File: src/rtl/io_gpio_irq_pkg.sv
// Shared register map and edge-select encodings for the GPIO interrupt block.
// The optional input debounce filter is enabled with IO_GPIO_IRQ_DEBOUNCE_EN.
package io_gpio_irq_pkg;

    localparam logic [13:0] ADR_IRQ_EN   = 14'h3F88;
    localparam logic [13:0] ADR_EDGE_SEL = 14'h3F89;
    localparam logic [13:0] ADR_IRQ_STAT = 14'h3F8A;
    localparam logic [13:0] ADR_DEB_CFG  = 14'h3F8B;

    localparam int NUM_PINS = 4;

    typedef enum logic [1:0] {
        EDGE_NONE = 2'b00,
        EDGE_RISE = 2'b01,
        EDGE_FALL = 2'b10,
        EDGE_BOTH = 2'b11
    } edge_mode_e;

    function automatic logic edge_hit(input edge_mode_e mode, input logic rise, input logic fall);
        case (mode)
            EDGE_RISE: edge_hit = rise;
            EDGE_FALL: edge_hit = fall;
            EDGE_BOTH: edge_hit = rise | fall;
            default:   edge_hit = 1'b0;
        endcase
    endfunction

endpackage

File: src/rtl/io_gpio_irq_deb.sv
// One GPIO pin: two-flop synchroniser, optional debounce filter, edge pulses.
// The filter exists only when IO_GPIO_IRQ_DEBOUNCE_EN is defined.
module io_gpio_irq_deb (
    input  logic       clk,
    input  logic       rst,
    input  logic       pin,
`ifdef IO_GPIO_IRQ_DEBOUNCE_EN
    input  logic [7:0] deb_cfg,
`endif
    output logic       rise,
    output logic       fall
);

    logic sync1;
    logic sync2;
    logic level;
    logic level_q;

    always_ff @(posedge clk or posedge rst) begin
        if (rst) begin
            sync1 <= 1'b0;
            sync2 <= 1'b0;
        end else begin
            sync1 <= pin;
            sync2 <= sync1;
        end
    end

`ifdef IO_GPIO_IRQ_DEBOUNCE_EN
    logic [7:0] cnt;

    // Commit on the (deb_cfg+1)-th disagreeing cycle; >= lets a lowered threshold take effect at once.
    always_ff @(posedge clk or posedge rst) begin
        if (rst) begin
            level <= 1'b0;
            cnt   <= 8'd0;
        end else if (sync2 == level) begin
            cnt <= 8'd0;
        end else if (cnt >= deb_cfg) begin
            level <= sync2;
            cnt   <= 8'd0;
        end else begin
            cnt <= cnt + 8'd1;
        end
    end
`else
    assign level = sync2;
`endif

    always_ff @(posedge clk or posedge rst) begin
        if (rst) begin
            level_q <= 1'b0;
        end else begin
            level_q <= level;
        end
    end

    assign rise = level & ~level_q;
    assign fall = ~level & level_q;

endmodule

File: src/rtl/io_gpio_irq.sv
// GPIO edge interrupt controller on the IO bus read chain.
// Define IO_GPIO_IRQ_DEBOUNCE_EN to add the per-pin debounce filter and DEB_CFG.
module io_gpio_irq (
    input  logic        clk,
    input  logic        rst,
    input  logic        dma_io_we,
    input  logic [15:2] dma_io_wadr,
    input  logic [31:0] dma_io_wdata,
    input  logic [15:2] dma_io_radr,
    input  logic        dma_io_radr_en,
    input  logic [31:0] dma_io_rdata_in,
    output logic [31:0] dma_io_rdata,
    input  logic [3:0]  gpio_i,
    output logic        gpio_irq
);

    import io_gpio_irq_pkg::*;

    logic [3:0] irq_en;
    logic [7:0] edge_sel;
    logic [3:0] irq_stat;
    logic [3:0] stat_clr;
    logic [3:0] rise;
    logic [3:0] fall;
    logic [3:0] hit;
    logic       wr_en;
    logic       wr_edge;
    logic       wr_stat;
    logic       sel_en;
    logic       sel_edge;
    logic       sel_stat;
    logic       sel_deb;
    logic       unused_ok;

    assign wr_en    = dma_io_we && (dma_io_wadr == ADR_IRQ_EN);
    assign wr_edge  = dma_io_we && (dma_io_wadr == ADR_EDGE_SEL);
    assign wr_stat  = dma_io_we && (dma_io_wadr == ADR_IRQ_STAT);
    assign stat_clr = wr_stat ? dma_io_wdata[3:0] : 4'h0;

`ifdef IO_GPIO_IRQ_DEBOUNCE_EN
    logic [7:0] deb_cfg;
    logic       wr_deb;

    assign wr_deb = dma_io_we && (dma_io_wadr == ADR_DEB_CFG);

    always_ff @(posedge clk or posedge rst) begin
        if (rst) begin
            deb_cfg <= 8'd0;
        end else if (wr_deb) begin
            deb_cfg <= dma_io_wdata[7:0];
        end
    end
`endif

    for (genvar n = 0; n < NUM_PINS; n++) begin : g_pin
        io_gpio_irq_deb u_deb (
            .clk     (clk),
            .rst     (rst),
            .pin     (gpio_i[n]),
`ifdef IO_GPIO_IRQ_DEBOUNCE_EN
            .deb_cfg (deb_cfg),
`endif
            .rise    (rise[n]),
            .fall    (fall[n])
        );
    end

    always_comb begin
        hit = 4'h0;
        for (int n = 0; n < NUM_PINS; n++) begin
            hit[n] = edge_hit(edge_mode_e'(edge_sel[2*n +: 2]), rise[n], fall[n]);
        end
    end

    // A new edge is ORed in after the clear so it is never lost to a simultaneous clear.
    always_ff @(posedge clk or posedge rst) begin
        if (rst) begin
            irq_en   <= 4'h0;
            edge_sel <= 8'h00;
            irq_stat <= 4'h0;
        end else begin
            if (wr_en) begin
                irq_en <= dma_io_wdata[3:0];
            end
            if (wr_edge) begin
                edge_sel <= dma_io_wdata[7:0];
            end
            irq_stat <= (irq_stat & ~stat_clr) | hit;
        end
    end

    always_ff @(posedge clk or posedge rst) begin
        if (rst) begin
            sel_en   <= 1'b0;
            sel_edge <= 1'b0;
            sel_stat <= 1'b0;
            sel_deb  <= 1'b0;
        end else begin
            sel_en   <= dma_io_radr_en && (dma_io_radr == ADR_IRQ_EN);
            sel_edge <= dma_io_radr_en && (dma_io_radr == ADR_EDGE_SEL);
            sel_stat <= dma_io_radr_en && (dma_io_radr == ADR_IRQ_STAT);
            sel_deb  <= dma_io_radr_en && (dma_io_radr == ADR_DEB_CFG);
        end
    end

    always_comb begin
        dma_io_rdata = dma_io_rdata_in;
        if (sel_en) begin
            dma_io_rdata = {28'h0, irq_en};
        end else if (sel_edge) begin
            dma_io_rdata = {24'h0, edge_sel};
        end else if (sel_stat) begin
            dma_io_rdata = {28'h0, irq_stat};
        end else if (sel_deb) begin
`ifdef IO_GPIO_IRQ_DEBOUNCE_EN
            dma_io_rdata = {24'h0, deb_cfg};
`else
            dma_io_rdata = 32'h0;
`endif
        end
    end

    assign gpio_irq  = |(irq_stat & irq_en);
    assign unused_ok = &{1'b0, dma_io_wdata[31:8]};

endmodule

File: config.mk
export PLATFORM = sky130hd
export DESIGN_NAME = io_gpio_irq
export DESIGN_NICKNAME = d
export VERILOG_FILES = /design/src/rtl/io_gpio_irq_pkg.sv /design/src/rtl/io_gpio_irq_deb.sv /design/src/rtl/io_gpio_irq.sv
export SDC_FILE = /design/constraint.sdc
export NUM_CORES = 1
export LEC_CHECK = 0
export ABC_AREA = 1
export BUFFER_PORTS_ARGS = -buffer_cell sky130_fd_sc_hd__buf_2
export CAP_MARGIN = 15
export CORE_AREA = 5 5 74 76
export CTS_CLUSTER_DIAMETER = 50
export DETAILED_ROUTE_END_ITERATION = 6
export DIE_AREA = 0 0 79 81
export GPL_ROUTABILITY_DRIVEN = 0
export PLACE_DENSITY = 0.78
export SLEW_MARGIN = 20
export SYNTH_ARGS = -nofsm -noshare
export SYNTH_HDL_FRONTEND = slang
export SYNTH_SLANG_ARGS = --single-unit
File: constraint.sdc
create_clock -name clk -period 1.3 [get_ports clk]
set_input_delay 0.13 -clock clk [delete_from_list [all_inputs] [get_ports clk]]
set_output_delay 0.13 -clock clk [all_outputs]
set_load 0.02 [all_outputs]
==> results of run 1 <==
==> cell type report <==
cell class                      instances  area (um^2)  share of cell area
Multi-Input combinational cell        186        945.9              0.3405
Sequential cell                        32        803.3              0.2892
Timing Repair Buffer                  125        782.0              0.2815
Inverter                               25        101.3             0.03649
Clock buffer                            6        72.57             0.02613
Tap cell                               54        67.56             0.02432
Clock inverter                          1        5.005            0.001802
==> state kept, by name, indices dropped and copies added (netlist names), 4 cells and up <==
register,count
irq_stat,4
g_pin.u_deb.level_q,4
edge_sel,8
irq_en,4
g_pin.u_deb.level,4
g_pin.u_deb.sync1,4
==> synth_stat cells (2+ instances only) <==
cell / instances
a21oi_1: 5
a31oi_1: 3
buf_2: 4
dfrtp_1: 32
ha_1: 8
inv_1: 24
nand2_1: 87
nand2_2: 3
nand3_1: 19
nand4_1: 3
nor2_1: 31
nor2_2: 5
nor2_4: 3
o211ai_1: 2
o21ai_0: 6
o221ai_1: 2
o22ai_1: 2
==> where the power goes <==
| group | internal [W] | total (W) | switching, W | leakage [nW] |
|---|---|---|---|---|
| combinational | 0.000196 | 0.000399 | 0.000203 | 1.18 |
| sequential | 0.00102 | 0.00103 | 0.0000100 | 0.395 |
| clock | 0.000363 | 0.000697 | 0.000334 | 0.0410 |
| total | 0.00158 | 0.00212 | 0.000547 | 1.62 |
==> logic make-up after synthesis <==
logic type,count (synthesis)
AND/OR/NAND/NOR,155
flip-flops,32
buffers and inverters,31
AO/OA/AOI/OAI,23
adder cells (fa/ha/maj),8
==> final timing paths <==
path | startpoint | to | slack (ns) | cells after the start
min in group asynchronous | rst | g_pin[2].u_deb.sync1 | 0.46 | 4
min | dma_io_wdata[7] | edge_sel[7] | 0.08 | 3
max | sel_stat | dma_io_rdata[5] | -0.24 | 6
min reg2reg | g_pin[1].u_deb.sync1 | g_pin[1].u_deb.level | 0.35 | 0
max in group asynchronous | rst | sel_en | 0.51 | 4
max reg2reg | g_pin[3].u_deb.level_q | irq_stat[3] | 0.28 | 5
==> what timing repair did <==
item | CTS | global route
setup buffers | 3 | 0
hold endpoints to repair | 36 | 0
resized for setup | 46 | 4
hold buffers | 5 | 0
gates cloned | 0 | 0
setup endpoints to repair | 32 | 32
pin swaps | 5 | 3
==> stage by stage <==
stage	worst slack [ns]	util	cells	area [um^2]	setup TNS [ns]
6_report	-0.2412	0.5960	429	2778	-6.136
2_1_floorplan	-0.006886	-	249	1854	-0.01377
5_1_grt	-0.3460	0.5960	429	2778	-8.711
3_3_place_gp	0.06823	0.5372	414	2504	0
3_5_place_dp	0.05613	0.5372	414	2504	0
4_1_cts	-0.2303	0.5944	429	2770	-5.854
==> routing by layer <==
| metal | routed length (um) | part of all wire |
|---|---|---|
| met5 | 0 | 0 |
| met4 | 61 | 0.012 |
| met3 | 680 | 0.13 |
| met2 | 2550 | 0.49 |
| met1 | 1939 | 0.37 |
==> worst max-delay path: stages, from the launching register on <==
cell and delay [ns]:
dfrtp_1 0.40, nor2_2 0.11, buf_6 0.16, buf_12 0.14, nand2_1 0.05, a21oi_1 0.12, buf_4 0.16
==> metrics, run 1 <==
GRT overflow 0; Most used DFF post-synth dfrtp_1; layout net count just under 500; Final setup viols 32; fraction of registers with async set/reset 1.000; Critical Path AT ~1.4 ns; GR Util met2 0.3148; PortBufs 108; die width 79 um; RSZ-0062 raised after global routing yes; number of diodes 0; CTS Root Buffer Type clkbuf_8; Final ANT Viol Nets 0; Detail Placement HPWL 4.152 mm; XOR/XNOR Fraction of Synth Area 0; Hold Crit Class in2reg; max-cap violations 0; total number of vias 2019; Post-Syn Area per Cell ~7.4 um^2; Vias/cell around 4.7; die area 0.006399 mm^2; Slew HR 0.7308; row count 25; Yosys reg bits 32; initial DRC count 33; worst setup path category reg2out; Synth Area in Compound Gates 0.07583; Yosys top cell area share 0.4333; Tot Pwr 0.002122 W; most frequent cells in the layout nand2_1, buf_2, buf_4, dfrtp_1, nor2_1; Die Span Y 81 um; post-synthesis sequential area ratio 0.4333; Mapped Cells 249; routed wire length per instance between 10 and 15 um; top post-synthesis cells by area dfrtp_1, nand2_1, nor2_1, ha_1, nand3_1; iteration count of the initial detailed-routing pass 4; post-synthesis mux area share 0; fin crit period 1.541 ns; Initial Util 0.3965; Req. time, crit path about 1.2 ns; core footprint around 0.0047 mm^2; GRT Total Usage 0.1704; Adder-Cell Fraction of Synth Area 0.05416; # IOs 133; Total Wirelength 5.231 mm; Worst setup EP type output port; CTS Buf Count 5; Mapped Area between 0.0015 and 0.002 mm^2; worst clock skew 0.007957 ns; Slew Limit Fails 0; outcome complete, but fails checks; first-pass GRT wire length ~8.6 mm; Clock Sinks 32; failing checks setup timing; Residual DRC 0; crit path max fanout 16; area grow syn2layout 50.30%; Max VDD drop 711.5 uV; Post-synth EDFFs 0; vias in the first global route roughly 2100; TritonCTS clock tree built; Clock Latency Late Sink around 0.28 ns; PwrDens around 760 mW/mm^2; PnR worst setup slack -0.2412 ns; worst-case clock buffer depth 2; number of distinct library cells after synthesis 27; most common cell after layout, fill and taps aside nand2_1; gr busiest metal met2; WHS 0.07931 ns; syn nets between 300 and 400; largest net degree at the start of global routing 33; initial antenna violation count 0; Slew @ Worst Pin just over 0.4 ns; Startpoint Class flop; H-tree levels 2; fill cell count ~440; largest family of logic cells by synthesized area simple AND/OR/NAND/NOR gates; Synth area leader dfrtp_1; fraction of final layout cells sized beyond drive strength 1 0.4053; Leak Pwr 1.618 nW; Max Clk Rate 648.8 MHz; Post-Synth Simple-Gate Area 0.3649; Clock transition at path regs 0.06 ns; Final Hold Vio Count 0; Yosys warnings 0; period utilization 1.186; grt met1 use 0.1751; GR met3 Demand/Resource 0.06984
Note: power is estimated with default switching activity, not from simulation.
==> inputs of run 2 (changes only) <==
- REMOVE_ABC_BUFFERS: default -> 1
==> run 2 against run 1 <==
  * The flow still finishes with violations (setup timing)
  * Worst hold slack improved by 0.0019 ns
  * Clock skew decreased by 0.0020 ns
  * Cell count rose by 0.47%
  * Via count up 3.6%
  * Register-to-register slack worse by 0.03 ns
  * Routed wire length increased by 6.5%
  * Critical path type unchanged
==> metrics, run 2 (synthesis gave the netlist of run 1 again) <==
period utilization 1.213 (+0.02781); most common cell after layout, fill and taps aside nand2_1; Max VDD drop 692.3 uV (-2.7%); initial DRC count 55 (+67%); WHS 0.08125 ns (+0.001943 ns); PnR worst setup slack -0.2774 ns (-0.03615 ns); die width 79 um (unchanged); vias in the first global route 1981 (-3.6%); largest net degree at the start of global routing 33 (unchanged); max-cap violations 0 (unchanged); fin crit period 1.577 ns (+0.03615 ns); final core utilization 0.6070 (+0.01101); Clock Latency Late Sink 0.28 ns (about the same); most frequent cells in the layout nand2_1, buf_2, buf_4, dfrtp_1, nor2_1; Sum Neg Setup Slack -6.486 ns (-0.3504 ns); row count 25 (unchanged); H-tree levels 2 (unchanged); number of diodes 0 (unchanged); worst-case clock buffer depth 2 (unchanged); area grow syn2layout 53.08%; Final Hold Vio Count 0 (unchanged); Clock transition at path regs 0.06 ns (about the same); Leak Pwr 1.630 nW (+0.76%); fraction of final layout cells sized beyond drive strength 1 0.4164 (+0.01111); core footprint 0.004661 mm^2 (unchanged); outcome complete, but fails checks; fill cell count 395 (-9.8%); Finished Cell Area 0.002829 mm^2 (+1.8%); Residual DRC 0 (unchanged); TritonCTS clock tree built; total number of vias 2092 (+3.6%); delay-heaviest family, CP flip-flops; Worst setup EP type output port; RSZ-0062 raised after global routing yes; worst setup path category reg2out; Slew HR 0.7353 (+0.004479); Die Span Y 81 um (unchanged); crit path max fanout 4 (-12); # IOs 133 (unchanged); max reg flops 8 (unchanged); CP peak stage delay 0.39 ns (about the same); Startpoint Class flop; Req. time, crit path 1.17 ns (about the same); PortBufs 108 (unchanged); worst clock skew 0.005994 ns (-0.001964 ns); most frequent CP cell buf_4; PwrDens 756.5 mW/mm^2 (-0.99%); GRT overflow 0 (unchanged); Slew Limit Fails 0 (unchanged); DP Worst Slack -0.08117 ns (-0.1373 ns); iteration count of the initial detailed-routing pass 4 (unchanged); layout net count 485 (+0.41%); Initial Util 0.3965 (unchanged); Detail Placement HPWL 4.432 mm (+6.7%); Critical Path AT 1.45 ns (+0.04 ns); Multi-input gate area 978.4 um^2 (+3.4%); Hold Crit Class in2reg; Clock Sinks 32 (unchanged); Total Wirelength 5.570 mm (+6.5%); routed wire length per instance 12.92 um (+6.0%); CTS Root Buffer Type clkbuf_8; crit path cell chain nor2_4, buf_4, nand2_1, a31oi_1, buf_4; critical path's slowest cell dfrtp_1; Vias/cell 4.854 (+3.1%); Reg area 802.0 um^2 (-0.16%); die area 0.006399 mm^2 (unchanged); Top reg by flops edge_sel; Final ANT Viol Nets 0 (unchanged); GRT Total Usage 0.1715 (+0.001067); initial antenna violation count 0 (unchanged); first-pass GRT wire length 8.480 mm (-1.4%); worst path buffer plus inverter count 2 (-1); Slew @ Worst Pin 0.3971 ns (-0.006718 ns); failing checks setup timing; Max Clk Rate 634.0 MHz (-2.3%); area of placed instances 0.002515 mm^2 (+0.45%); CTS Buf Count 5 (unchanged); Final setup viols 32 (unchanged)
## run 2: changes by cell type in the layout (fill, tap and decap cells not counted), sizes merged
cell and delta:
buf +2
## run 2: through the flow
stage,std cells,total power (W)
global route,431,0.002249
floorplan,243,0.001212
CTS,430,0.002127
finish,431,0.002140
global placement,418,0.001395
detailed placement,418,0.001405
## run 2: final timing paths
kind,slack [ns],depth (start not counted),to,start
worst max-delay path,-0.28,5,dma_io_rdata[1],sel_deb
worst max register to register,0.25,4,irq_stat[1],g_pin[1].u_deb.level
max in group asynchronous,0.51,4,sel_edge,rst
min in group asynchronous,0.47,4,irq_en[1],rst
worst min register to register,0.35,0,g_pin[1].u_deb.level,g_pin[1].u_deb.sync1
worst min-delay path,0.08,3,edge_sel[7],dma_io_wdata[7]
## run 2: worst reg2reg max path, stage by stage (launching register included)
cell      delay (ns)
dfrtp_1         0.39
ha_1            0.28
nand3_1         0.07
o211ai_1        0.12
nand2_1         0.07
## run 2: layer usage
metal	global-route usage	part of all wire
met5	0	0
met4	0.07045	0.019
met3	0.05987	0.12
met2	0.3072	0.48
met1	0.1845	0.38
## run 2: power by group
part | internal (W) | switching, W | leakage [nW]
clock | 0.000363 | 0.000332 | 0.0410
combinational | 0.000205 | 0.000213 | 1.19
sequential | 0.00102 | 0.0000107 | 0.397
## run 2: timing repair
action | 4_1_cts | 5_1_grt
resized for setup | 16 | 46
hold buffers | 5 | 0
setup buffers | 0 | 1
pin swaps | 6 | 4
endpoints found under the setup margin | 32 | 32
endpoints found under the hold margin | 36 | 0
## run 2: area by class of cell
cell class,count,share of cell area
clock inverter,1,0.001769
timing repair buffer,127,0.2853
sequential,32,0.2835
tap,54,0.02388
multi-input combinational,186,0.3459
clock buffer,6,0.02565
inverter,25,0.03406
==> inputs of run 3 (changes only) <==
- RECOVER_POWER: default -> 50
==> run 3 against run 2 <==
  * The flow still finishes with violations (setup timing)
  * Sequential share of layout area about the same
  * Worst hold slack about the same
  * Combinational power is essentially flat
  * Critical path depth stayed put
  * Non-clock buffer count did not move
  * Flip-flop and latch count is the same
  * Global-route usage stayed put
==> metrics, run 3 (synthesis gave the netlist of run 1 again) <==
Tot Pwr 0.002139 W (about the same); failing checks setup timing; Max VDD drop 691.0 uV (-0.19%); worst clock skew 0.005778 ns (-0.0002158 ns); Max Clk Rate 634.0 MHz (about the same); outcome complete, but fails checks; Sw Share 0.2601 (about the same); Reg-to-Reg Start g_pin[1].u_deb.level; Final Hold Vio Count 0 (unchanged); Clock Latency Late Sink 0.28 ns (about the same); initial antenna violation count 0 (unchanged); gr busiest metal met2; PnR worst setup slack -0.2773 ns (+0.00007200 ns); Clock power frac 0.325 (about the same); fin crit period 1.577 ns (-0.00007200 ns); Critical Path AT 1.45 ns (about the same); first-pass GRT wire length 8.480 mm (unchanged); worst hold path cell count 3 (unchanged); RSZ-0062 raised after global routing yes; Clock Sinks 32 (unchanged); vias in the first global route 1981 (unchanged); hold path startpoint dma_io_wdata[7]; fraction of final layout cells sized beyond drive strength 1 0.4164 (unchanged); grt met1 use 0.1845 (unchanged); worst-case clock buffer depth 2 (unchanged); Vias/cell 4.856 (about the same); PortBufs 108 (unchanged); iteration count of the initial detailed-routing pass 4 (unchanged); GRT Total Usage 0.1715 (unchanged); total number of vias 2093 (+0.048%); layout net count 485 (unchanged); Detail Placement HPWL 4.432 mm (unchanged); combinational share of power 0.195 (about the same); most common cell after layout, fill and taps aside nand2_1; Slew HR 0.4826 (-0.2526); crit path max fanout 4 (unchanged); PwrDens 756.8 mW/mm^2 (about the same); number of diodes 0 (unchanged); Initial Util 0.3965 (unchanged); initial DRC count 55 (unchanged); Hold Crit Class in2reg; # IOs 133 (unchanged); register share of total power 0.480 (about the same); worst setup path category reg2out; final core utilization 0.6064 (about the same); Non-Filler Instances 431 (unchanged); Clock transition at path regs 0.06 ns (about the same); Top reg by flops edge_sel; switching power 0.0005564 W (about the same); WHS 0.08103 ns (-0.0002285 ns); R2R Path End irq_stat[1]; GRT overflow 0 (unchanged); die area 0.006399 mm^2 (unchanged); die width 79 um (unchanged); Placed Cells 418 (unchanged); internal power 0.001583 W (about the same); Leak Pwr 1.629 nW (about the same); max-cap violations 0 (unchanged); worst reg2reg path depth 4 (unchanged); largest net degree at the start of global routing 33 (unchanged); row count 25 (unchanged); TritonCTS clock tree built; Slew @ Worst Pin 0.7761 ns (+0.3790 ns); GR met3 Demand/Resource 0.05987 (unchanged); Worst setup EP type output port; Residual DRC 0 (unchanged); routed wire length per instance 12.92 um (about the same); max reg flops 8 (unchanged); area grow syn2layout 52.95% (about the same); Total Wirelength 5.568 mm (about the same); R2R setup slack 0.25 ns (about the same); Slew Limit Fails 0 (unchanged); Final ANT Viol Nets 0 (unchanged); Startpoint Class flop; Final setup viols 32 (unchanged); Die Span Y 81 um (unchanged); Req. time, crit path 1.17 ns (about the same); CTS Root Buffer Type clkbuf_8; period utilization 1.213 (about the same); GR Util met2 0.3072 (unchanged); CTS Buf Count 5 (unchanged); worst hold path endpoint edge_sel[7]; core footprint 0.004661 mm^2 (unchanged); DP Worst Slack -0.08117 ns (unchanged); most frequent cells in the layout nand2_1, buf_2, buf_4, dfrtp_1, nor2_1; H-tree levels 2 (unchanged)
run 3: changes by cell type in the layout (fill, tap and decap cells not counted):
cell	change
clkbuf_2	+1
buf_4	-1
run 3: what timing repair did:
action | in CTS | in global routing
hold buffers | 5 | 0
pin swaps | 6 | 4
endpoints found under the hold margin | 36 | 0
setup buffers | 0 | 1
setup endpoints to repair | 32 | 32
resized for setup | 16 | 46
run 3: area by class of cell:
class | instances | area [um^2]
fill | 395 | 1834
multi-input combinational | 186 | 978.4
sequential | 32 | 802.0
clock buffer | 6 | 72.57
tap | 54 | 67.56
timing repair buffer | 127 | 804.5
clock inverter | 1 | 5.005
inverter | 25 | 96.34
run 3: critical path, stage by stage, from the launching register on:
cell and delay, ns:
dfrtp_1 0.39, nor2_4 0.20, buf_4 0.15, nand2_1 0.04
a31oi_1 0.19, buf_4 0.19
run 3: how the worst max path moves through the flow:
| stage | start | endpoint | cells past startpoint | slack (ns) |
|---|---|---|---|---|
| final | sel_deb | dma_io_rdata[1] | 5 | -0.28 |
| after global routing | sel_deb | dma_io_rdata[2] | 6 | -0.34 |
| after CTS | sel_stat | dma_io_rdata[2] | 6 | -0.27 |
| after detailed placement | sel_stat | dma_io_rdata[10] | 5 | -0.08 |
| after global placement | sel_deb | dma_io_rdata[10] | 5 | -0.05 |
| after floorplan | sel_stat | dma_io_rdata[2] | 5 | -0.58 |
run 3: metal layers:
layer	routed length, um	vias to the layer above
met5	0	-
met4	106	0
met3	660	10
met2	2702	100
met1	2099	936
li1	-	1047
run 3: per-stage QoR:
stage / TNS (ns) / instance area (um^2)
after floorplan: -9.692 / 1809
after global placement: -0.1728 / 2515
after detailed placement: -0.5738 / 2515
after CTS: -7.450 / 2684
after global routing: -9.377 / 2826
final: -6.489 / 2826
run 3: power by group through the flow:
stage	Sequential, W	Combinational (W)	Clock (W)
2_1_floorplan	0.00104	0.000170	0
3_3_place_gp	0.00104	0.000351	0
3_5_place_dp	0.00104	0.000361	0
4_1_cts	0.00103	0.000381	0.000719
5_1_grt	0.00103	0.000459	0.000761
6_report	0.00103	0.000417	0.000695
